$ cat src/rtl/mem_ctrl.sv
// SRAM/memory-mapped-I/O responder for the SLC-3 MAR/MDR bus.
// Runs timed read/write cycles on an async 16-bit SRAM and pulses mem_resp on completion.
module mem_ctrl #(
    parameter int unsigned  WAIT_STATES = 2,
    parameter logic [15:0]  IO_ADDR     = 16'hFFFF
) (
    input  logic        clk,
    input  logic        reset,
    input  logic        mem_read,
    input  logic        mem_write,
    input  logic [15:0] addr,
    input  logic [15:0] wdata,
    input  logic [15:0] switches,
    output logic [15:0] rdata,
    output logic        mem_resp,
    output logic [15:0] hex_out,
    output logic [19:0] sram_addr,
    output logic [15:0] sram_dq_out,
    output logic        sram_dq_oe,
    input  logic [15:0] sram_dq_in,
    output logic        sram_ce_n,
    output logic        sram_oe_n,
    output logic        sram_we_n,
    output logic        sram_ub_n,
    output logic        sram_lb_n
);

    localparam int unsigned         CNT_W   = 4;
    localparam int unsigned         DATA_W  = 16;
    localparam logic [CNT_W-1:0]    WAIT_LD = CNT_W'(WAIT_STATES);

    typedef enum logic [2:0] {
        S_IDLE,
        S_READ,
        S_WR_SETUP,
        S_WR_PULSE,
        S_WR_HOLD,
        S_RESP,
        S_WAIT_DROP
    } state_t;

    state_t             r_state;
    logic [CNT_W-1:0]   r_cnt;
    logic [DATA_W-1:0]  r_addr;
    logic [DATA_W-1:0]  r_wdata;
    logic [DATA_W-1:0]  r_rdata;
    logic [DATA_W-1:0]  r_hex;
    logic               r_resp;
    logic               r_ce_n;
    logic               r_oe_n;
    logic               r_we_n;
    logic               r_be_n;
    logic               r_dq_oe;

    logic w_req;
    logic w_cnt_zero;

    assign w_req      = mem_read | mem_write;
    assign w_cnt_zero = (r_cnt == '0);

    // Transaction sequencer; every SRAM strobe is a flop so the pins never glitch.
    always_ff @(posedge clk or posedge reset) begin
        if (reset) begin
            r_state <= S_IDLE;
            r_cnt   <= '0;
            r_addr  <= '0;
            r_wdata <= '0;
            r_rdata <= '0;
            r_hex   <= '0;
            r_resp  <= 1'b0;
            r_ce_n  <= 1'b1;
            r_oe_n  <= 1'b1;
            r_we_n  <= 1'b1;
            r_be_n  <= 1'b1;
            r_dq_oe <= 1'b0;
        end else begin
            r_resp <= 1'b0;
            case (r_state)
                S_IDLE: begin
                    if (w_req) begin
                        r_addr  <= addr;
                        r_wdata <= wdata;
                        if (addr == IO_ADDR) begin
                            if (mem_read) begin
                                r_rdata <= switches;
                            end else begin
                                r_hex <= wdata;
                            end
                            r_resp  <= 1'b1;
                            r_state <= S_RESP;
                        end else if (mem_read) begin
                            r_cnt   <= WAIT_LD;
                            r_ce_n  <= 1'b0;
                            r_oe_n  <= 1'b0;
                            r_be_n  <= 1'b0;
                            r_state <= S_READ;
                        end else begin
                            r_ce_n  <= 1'b0;
                            r_be_n  <= 1'b0;
                            r_dq_oe <= 1'b1;
                            r_state <= S_WR_SETUP;
                        end
                    end
                end
                S_READ: begin
                    if (w_cnt_zero) begin
                        r_rdata <= sram_dq_in;
                        r_ce_n  <= 1'b1;
                        r_oe_n  <= 1'b1;
                        r_be_n  <= 1'b1;
                        r_resp  <= 1'b1;
                        r_state <= S_RESP;
                    end else begin
                        r_cnt <= r_cnt - CNT_W'(1);
                    end
                end
                S_WR_SETUP: begin
                    r_we_n  <= 1'b0;
                    r_cnt   <= WAIT_LD;
                    r_state <= S_WR_PULSE;
                end
                S_WR_PULSE: begin
                    if (w_cnt_zero) begin
                        r_we_n  <= 1'b1;
                        r_state <= S_WR_HOLD;
                    end else begin
                        r_cnt <= r_cnt - CNT_W'(1);
                    end
                end
                S_WR_HOLD: begin
                    // Data and CE stay driven one cycle past the WE rising edge.
                    r_ce_n  <= 1'b1;
                    r_be_n  <= 1'b1;
                    r_dq_oe <= 1'b0;
                    r_resp  <= 1'b1;
                    r_state <= S_RESP;
                end
                S_RESP: begin
                    r_state <= w_req ? S_WAIT_DROP : S_IDLE;
                end
                S_WAIT_DROP: begin
                    if (!w_req) begin
                        r_state <= S_IDLE;
                    end
                end
                default: begin
                    r_state <= S_IDLE;
                end
            endcase
        end
    end

    assign rdata       = r_rdata;
    assign mem_resp    = r_resp;
    assign hex_out     = r_hex;
    assign sram_addr   = {4'h0, r_addr};
    assign sram_dq_out = r_wdata;
    assign sram_dq_oe  = r_dq_oe;
    assign sram_ce_n   = r_ce_n;
    assign sram_oe_n   = r_oe_n;
    assign sram_we_n   = r_we_n;
    assign sram_ub_n   = r_be_n;
    assign sram_lb_n   = r_be_n;

endmodule

$ cat config.mk
export PLATFORM = sky130hd
export DESIGN_NAME = mem_ctrl
export DESIGN_NICKNAME = d
export VERILOG_FILES = /design/src/rtl/mem_ctrl.sv
export SDC_FILE = /design/constraint.sdc
export NUM_CORES = 1
export LEC_CHECK = 0
export BUFFER_PORTS_ARGS = -buffer_cell sky130_fd_sc_hd__buf_2
export CORE_ASPECT_RATIO = 1.5
export CORE_MARGIN = 2
export CORE_UTILIZATION = 25
export CTS_CLUSTER_DIAMETER = 30
export DETAILED_ROUTE_END_ITERATION = 12
export HOLD_SLACK_MARGIN = 0.1
export PLACE_DENSITY = 0.55
export SYNTH_ARGS = -nofsm -noshare
export SYNTH_HDL_FRONTEND = slang
export SYNTH_SLANG_ARGS = --single-unit
$ cat constraint.sdc
create_clock -name clk -period 4.8 [get_ports clk]
set_input_delay 0.96 -clock clk [delete_from_list [all_inputs] [get_ports clk]]
set_output_delay 0.96 -clock clk [all_outputs]
set_load 0.02 [all_outputs]
### Word-level counts from Yosys, hierarchy flattened

Cells that the tools add are included.

| word-level totals | value |
|---|---|
| bits in registers | 76 |
| bits of input ports | 68 |
| output and inout bits | 75 |
| word-level logic and storage cells | 82 |

| operators by class | value |
|---|---|
| $add $sub $neg | 1 |
| equality and inequality tests | 16 |
| mux-type cells | 35 |
| bitwise logic cells | 2 |
| reductions and logical operators | 17 |

Operator list:

| operator | number |
|---|---|
| $mux 16 | 4 |
| $pmux 16 s2 | 1 |
| $pmux 3 s7 | 1 |
| $mux 3 | 6 |
| $ne 2x2->1 const B | 9 |
| $eq 16x16->1 const B | 1 |
| $mux 4 | 4 |
| $reduce_and 4->1 | 4 |
| $reduce_and 5->1 | 3 |
| $mux 1 | 12 |
| $pmux 4 s3 | 1 |
| $eq 3x3->1 const B | 3 |
| $eq 3x2->1 const B | 2 |
| $pmux 1 s2 | 3 |
| $pmux 1 s3 | 2 |
| $reduce_bool 2->1 | 3 |
| $reduce_bool 3->1 | 2 |
| $logic_not 4->1 | 1 |
| $reduce_and 2->1 | 2 |
| $sub 4x1->4 const B | 1 |
| $eq 3x1->1 const B | 1 |
| $logic_not 3->1 | 1 |
| $mux 2 | 1 |
| $reduce_or 2->1 | 1 |
| 2 further kinds | 2 |

### Depth between registers and ports, before layout

| logic depth | value |
|---|---|
| word-level depth | 4 |
| depth in mapped cells | 8 |
| depth with buffers taken out | 6 |

### Least setup slack after synthesis

Ideal clock, no wire load.

| timing path | value |
|---|---|
| path type | input -> register |
| start | input addr[15] |
| end | register r_rdata[10] (netlist: rdata[10]) |
| setup time | 0.123 ns |
| arrival | 2.349 ns |
| data required time | 4.677 ns |
| path slack | 2.328 ns |
| stages | 6 |
| path buffers | 2 |
| path through | nand4_2 -> or4_4 -> buf_6 -> or2_1 -> buf_6 -> o221a_1 |

| on the way | value |
|---|---|
| cells in the longest elaborated chain, start to end | 3 |

Ends and longest elaborated chain:

| what | RTL line | text |
|---|---|---|
| start, declared | 11 | `input logic [15:0] addr,` |
| $eq 16x16->1 | 83 | `if (addr == IO_ADDR) begin` |
| $ne 2x2->1 (no line) | n/a |  |
| $reduce_and 5->1 (no line) | n/a |  |
| end signal, assigned | 85 | `r_rdata <= switches;` |
| end signal, assigned | 107 | `r_rdata <= sram_dq_in;` |
| end, declared | 46 | `logic [DATA_W-1:0] r_rdata;` |

Every way passes these cells.
A chain may end at the register's enable or synchronous reset.

### Worst setup path in the final report

| timing path | value |
|---|---|
| start | input addr[15] |
| end | register r_hex[4] (netlist: hex_out[4]) |

| on the way | value |
|---|---|
| cells in the longest elaborated chain, start to end | 2 |

Ends and longest elaborated chain:

| what | RTL line | text |
|---|---|---|
| $eq 16x16->1 | 83 |  |
| $reduce_and 4->1 (no line) | n/a |  |
| end signal, assigned | 87 | `r_hex <= wdata;` |
| end, declared | 47 | `logic [DATA_W-1:0] r_hex;` |

Every way passes these cells.

==> results.sh <==
export IMPL_area_delta_synth_final_pct=35.05
export IMPL_synth_xor_area_share_pct=0
export IMPL_synthSimpleGateAreaFrac_pct=9.763
export IMPL_diodes=0
export IMPL_drive_above_1_share_pct=57.18
export IMPL_wl_per_cell_um=15.83
export IMPL_peakVddDrop_v=0.0002265
export IMPL_grt_pass1_wl_mm=13.63
export IMPL_netlist_area_mm2=0.003319
export IMPL_antenna_found_initial=0
export IMPL_synth_edf_count=0
export IMPL_synth_top_area_share_pct=55.03
export IMPL_core_area_mm2=0.01295
export IMPL_status="finished, final reports clean"
export IMPL_worstReg2RegEnd="sram_dq_out[7]"
export IMPL_worstReg2RegStart="r_state[2]"
export IMPL_die_w_um=98.09
export IMPL_synth_compound_area_share_pct=11.01
export IMPL_worstPathMaxFanout=16
export IMPL_endpoint="hex_out[4]"
export IMPL_tightest_slew_ps=713.1
export IMPL_fin_crit_sh_pct=51.57
export IMPL_dp_hpwl_mm=6.516
export IMPL_holdBufCountCts=0
export IMPL_cts_sinks=76
export IMPL_dp_cells=533
export IMPL_die_height_um=145.1
export IMPL_die_area_mm2=0.01423
export IMPL_synthTopCellsByArea="dfrtp_1 (55%), mux2_2 (16%), o221a_1 (3.4%)"
export IMPL_grt_start_max_net_pins=45
export IMPL_rsz0062_at_grt="no"
export IMPL_clk_pin_slew_ps=60
export IMPL_ios=143
export IMPL_final_setup_skew_ps=7.908
export IMPL_cts_repair_resized=0
export IMPL_clockBufferDepth=2
export IMPL_grt_usage_pct=12.16
export IMPL_via_count=2575
export IMPL_avgSynthCellArea_um2=13.28
export IMPL_start_kind="primary input"
export IMPL_syn_inst=250
export IMPL_multiInputGateArea_mm2=0.001257
export IMPL_r2r_cells=4
export IMPL_rrSetupSlack_ps=2500
export IMPL_cts_root_buf="clkbuf_16"
export IMPL_rows=51
export IMPL_synth_seq_area_share_pct=57.41
export IMPL_drt_iter0_drc=46
export IMPL_worstPathArrival_ps=2690
export IMPL_power_density_mw_per_mm2=685.3
export IMPL_synth_top_family_by_area="multiplexers"
export IMPL_seq_area_mm2=0.001906
export IMPL_yosys_area_top_type="dfrtp_1"
export IMPL_setup_violations=0
export IMPL_cts_buffers=9
export IMPL_synth_async_reset_ratio_pct=100.0
export IMPL_final_cells=549
export IMPL_max_cap_violations=0
export IMPL_start_util_pct=25.63
export IMPL_slew_violations=0
export IMPL_dr_pass1_iters=4
export IMPL_fin_tns_setup_ps=0
export IMPL_drc=0
export IMPL_routabilityCongestion=0.7714
export IMPL_critPathLaunch="addr[15]"
export IMPL_via_per_inst=4.690
export IMPL_grt_pass1_vias=2699
export IMPL_worst_slew_margin_rel_pct=52.34
export IMPL_synth_seq_cells=76
export IMPL_totalWireLength_mm=8.692
export IMPL_synth_distinct_cells=41
export IMPL_ant_nets=0
export IMPL_clock_fmax_mhz=404.0
export IMPL_p_leak_nw=2.139
export IMPL_nFillCells=1298
export IMPL_hold_path_class="flip-flop to flip-flop"
export IMPL_portBuffers=138
export IMPL_cp_end_kind="flip-flop"
export IMPL_fin_crit_ps=2476
export IMPL_report_final_hold_viol_count=0
export IMPL_clock_latency_ps=340
export IMPL_synthAdderAreaFrac_pct=0.3769
export IMPL_cts_setup_buffers=0
export IMPL_final_nets=454
export IMPL_cp_data_required_time_ps=5020
export IMPL_cts_tree="yes"
export IMPL_synthFlopType="dfrtp_1"
export IMPL_critPathKind="primary input to flip-flop"
export IMPL_synth_mux_area_share_pct=16.28
export IMPL_overflow=0
export IMPL_yosys_warnings=0
export IMPL_ctsHtreeMaxLevel=3
synth_stat cells, types with 3 or more instances:
cell type and instances:
o221a_1 10, mux2_2 48, buf_4 6, nand2_1 8
buf_6 4, a21oi_1 6, o32a_1 6, nor2_1 5
o21a_1 7, nand4_1 7, nor3_1 7, buf_2 5
o21ai_0 5, dfstp_2 3, nand3_1 4, dfrtp_1 73
clkbuf_1 3, or2_2 8, inv_1 7
cells by family (layout without fill, tap and decap cells):
logic type | count (synthesis) | in the layout
compound gates | 44 | 44
fa+ha+maj | 1 | 1
buf+inv | 26 | 163
mux | 48 | 48
simple gates | 54 | 54
flops | 76 | 76
other cells | 1 | 4
flip-flops by register name (all words and copies together), names as in the netlist:
signal       flops
hex_out         16
mem_resp         1
r_addr          16
r_cnt            4
r_state          3
rdata           16
sram_dq_oe       1
sram_dq_out     16
sram_lb_n        1
sram_oe_n        1
sram_we_n        1
stage by stage:
| stage | hold WS [ps] | worst slack [ps] | utilization, % | power [mW] | cell area, um^2 |
|---|---|---|---|---|---|
| finish | 490.2 | 2324 | 34.61 | 3.072 | 4483 |
| global route | 517.7 | 2159 | 34.61 | 3.233 | 4483 |
| CTS | 493.6 | 2297 | 34.61 | 3.118 | 4483 |
| detailed placement | 479.2 | 1923 | 31.61 | 2.212 | 4095 |
| global placement | 469.8 | 2002 | 31.61 | 2.184 | 4095 |
| floorplan | 500.3 | 1907 | - | 1.846 | 3331 |
critical path, cell delays in order:
cell and delay (ps):
buf_2 120, nand4_2 150, nor4_2 460, nand2_1 540, mux2_2 450
metal layers:
metal	GRT usage, %	share of wire [%]	wire (um)
met5	0	0	0
met3	2.890	5.0	437
met4	5.903	2.5	213
met1	13.78	39	3393
met2	21.16	53	4646
final cells by class:
type	instances	share of cell area, %
Clock inverter	6	3.545
Sequential cell	76	42.51
Tap cell	159	4.438
Inverter	7	0.6140
Timing Repair Buffer	140	15.74
Clock buffer	10	5.107
Multi-Input combinational cell	151	28.05
where the power goes:
part           internal, mW  switching, mW  total (mW)
clock                 0.615          0.270       0.885
combinational         0.478          0.645        1.12
sequential            0.903          0.160        1.06
how the worst min path moves through the flow:
stage,from,endpoint,depth (start not counted)
CTS,rdata[0],rdata[0],1
finish,rdata[0],rdata[0],1
floorplan,r_cnt[1],r_cnt[1],1
detailed placement,rdata[0],rdata[0],1
global placement,rdata[3],rdata[3],1
global route,sram_dq_out[8],sram_dq_out[8],1
placed cells by master, fill, tap and decap left out, drive strengths merged, types with 2 or more instances in the layout:
| master | n |
|---|---|
| buf | 140 |
| dfrtp | 73 |
| mux2 | 48 |
| or2 | 12 |
| o221a | 10 |
| clkbuf | 10 |
| nand2 | 8 |
| nand4 | 8 |
| nor3 | 7 |
| o21a | 7 |
| inv | 7 |
| o32a | 6 |
| a21oi | 6 |
| o21ai | 6 |
| nor2 | 5 |
| bufinv | 5 |
| nand3 | 4 |
| conb | 4 |
| dfstp | 3 |
| or4 | 2 |
| a211oi | 2 |
| a31oi | 2 |
| o22ai | 2 |
| nor4 | 2 |
Power figures use the tool's default switching activity.
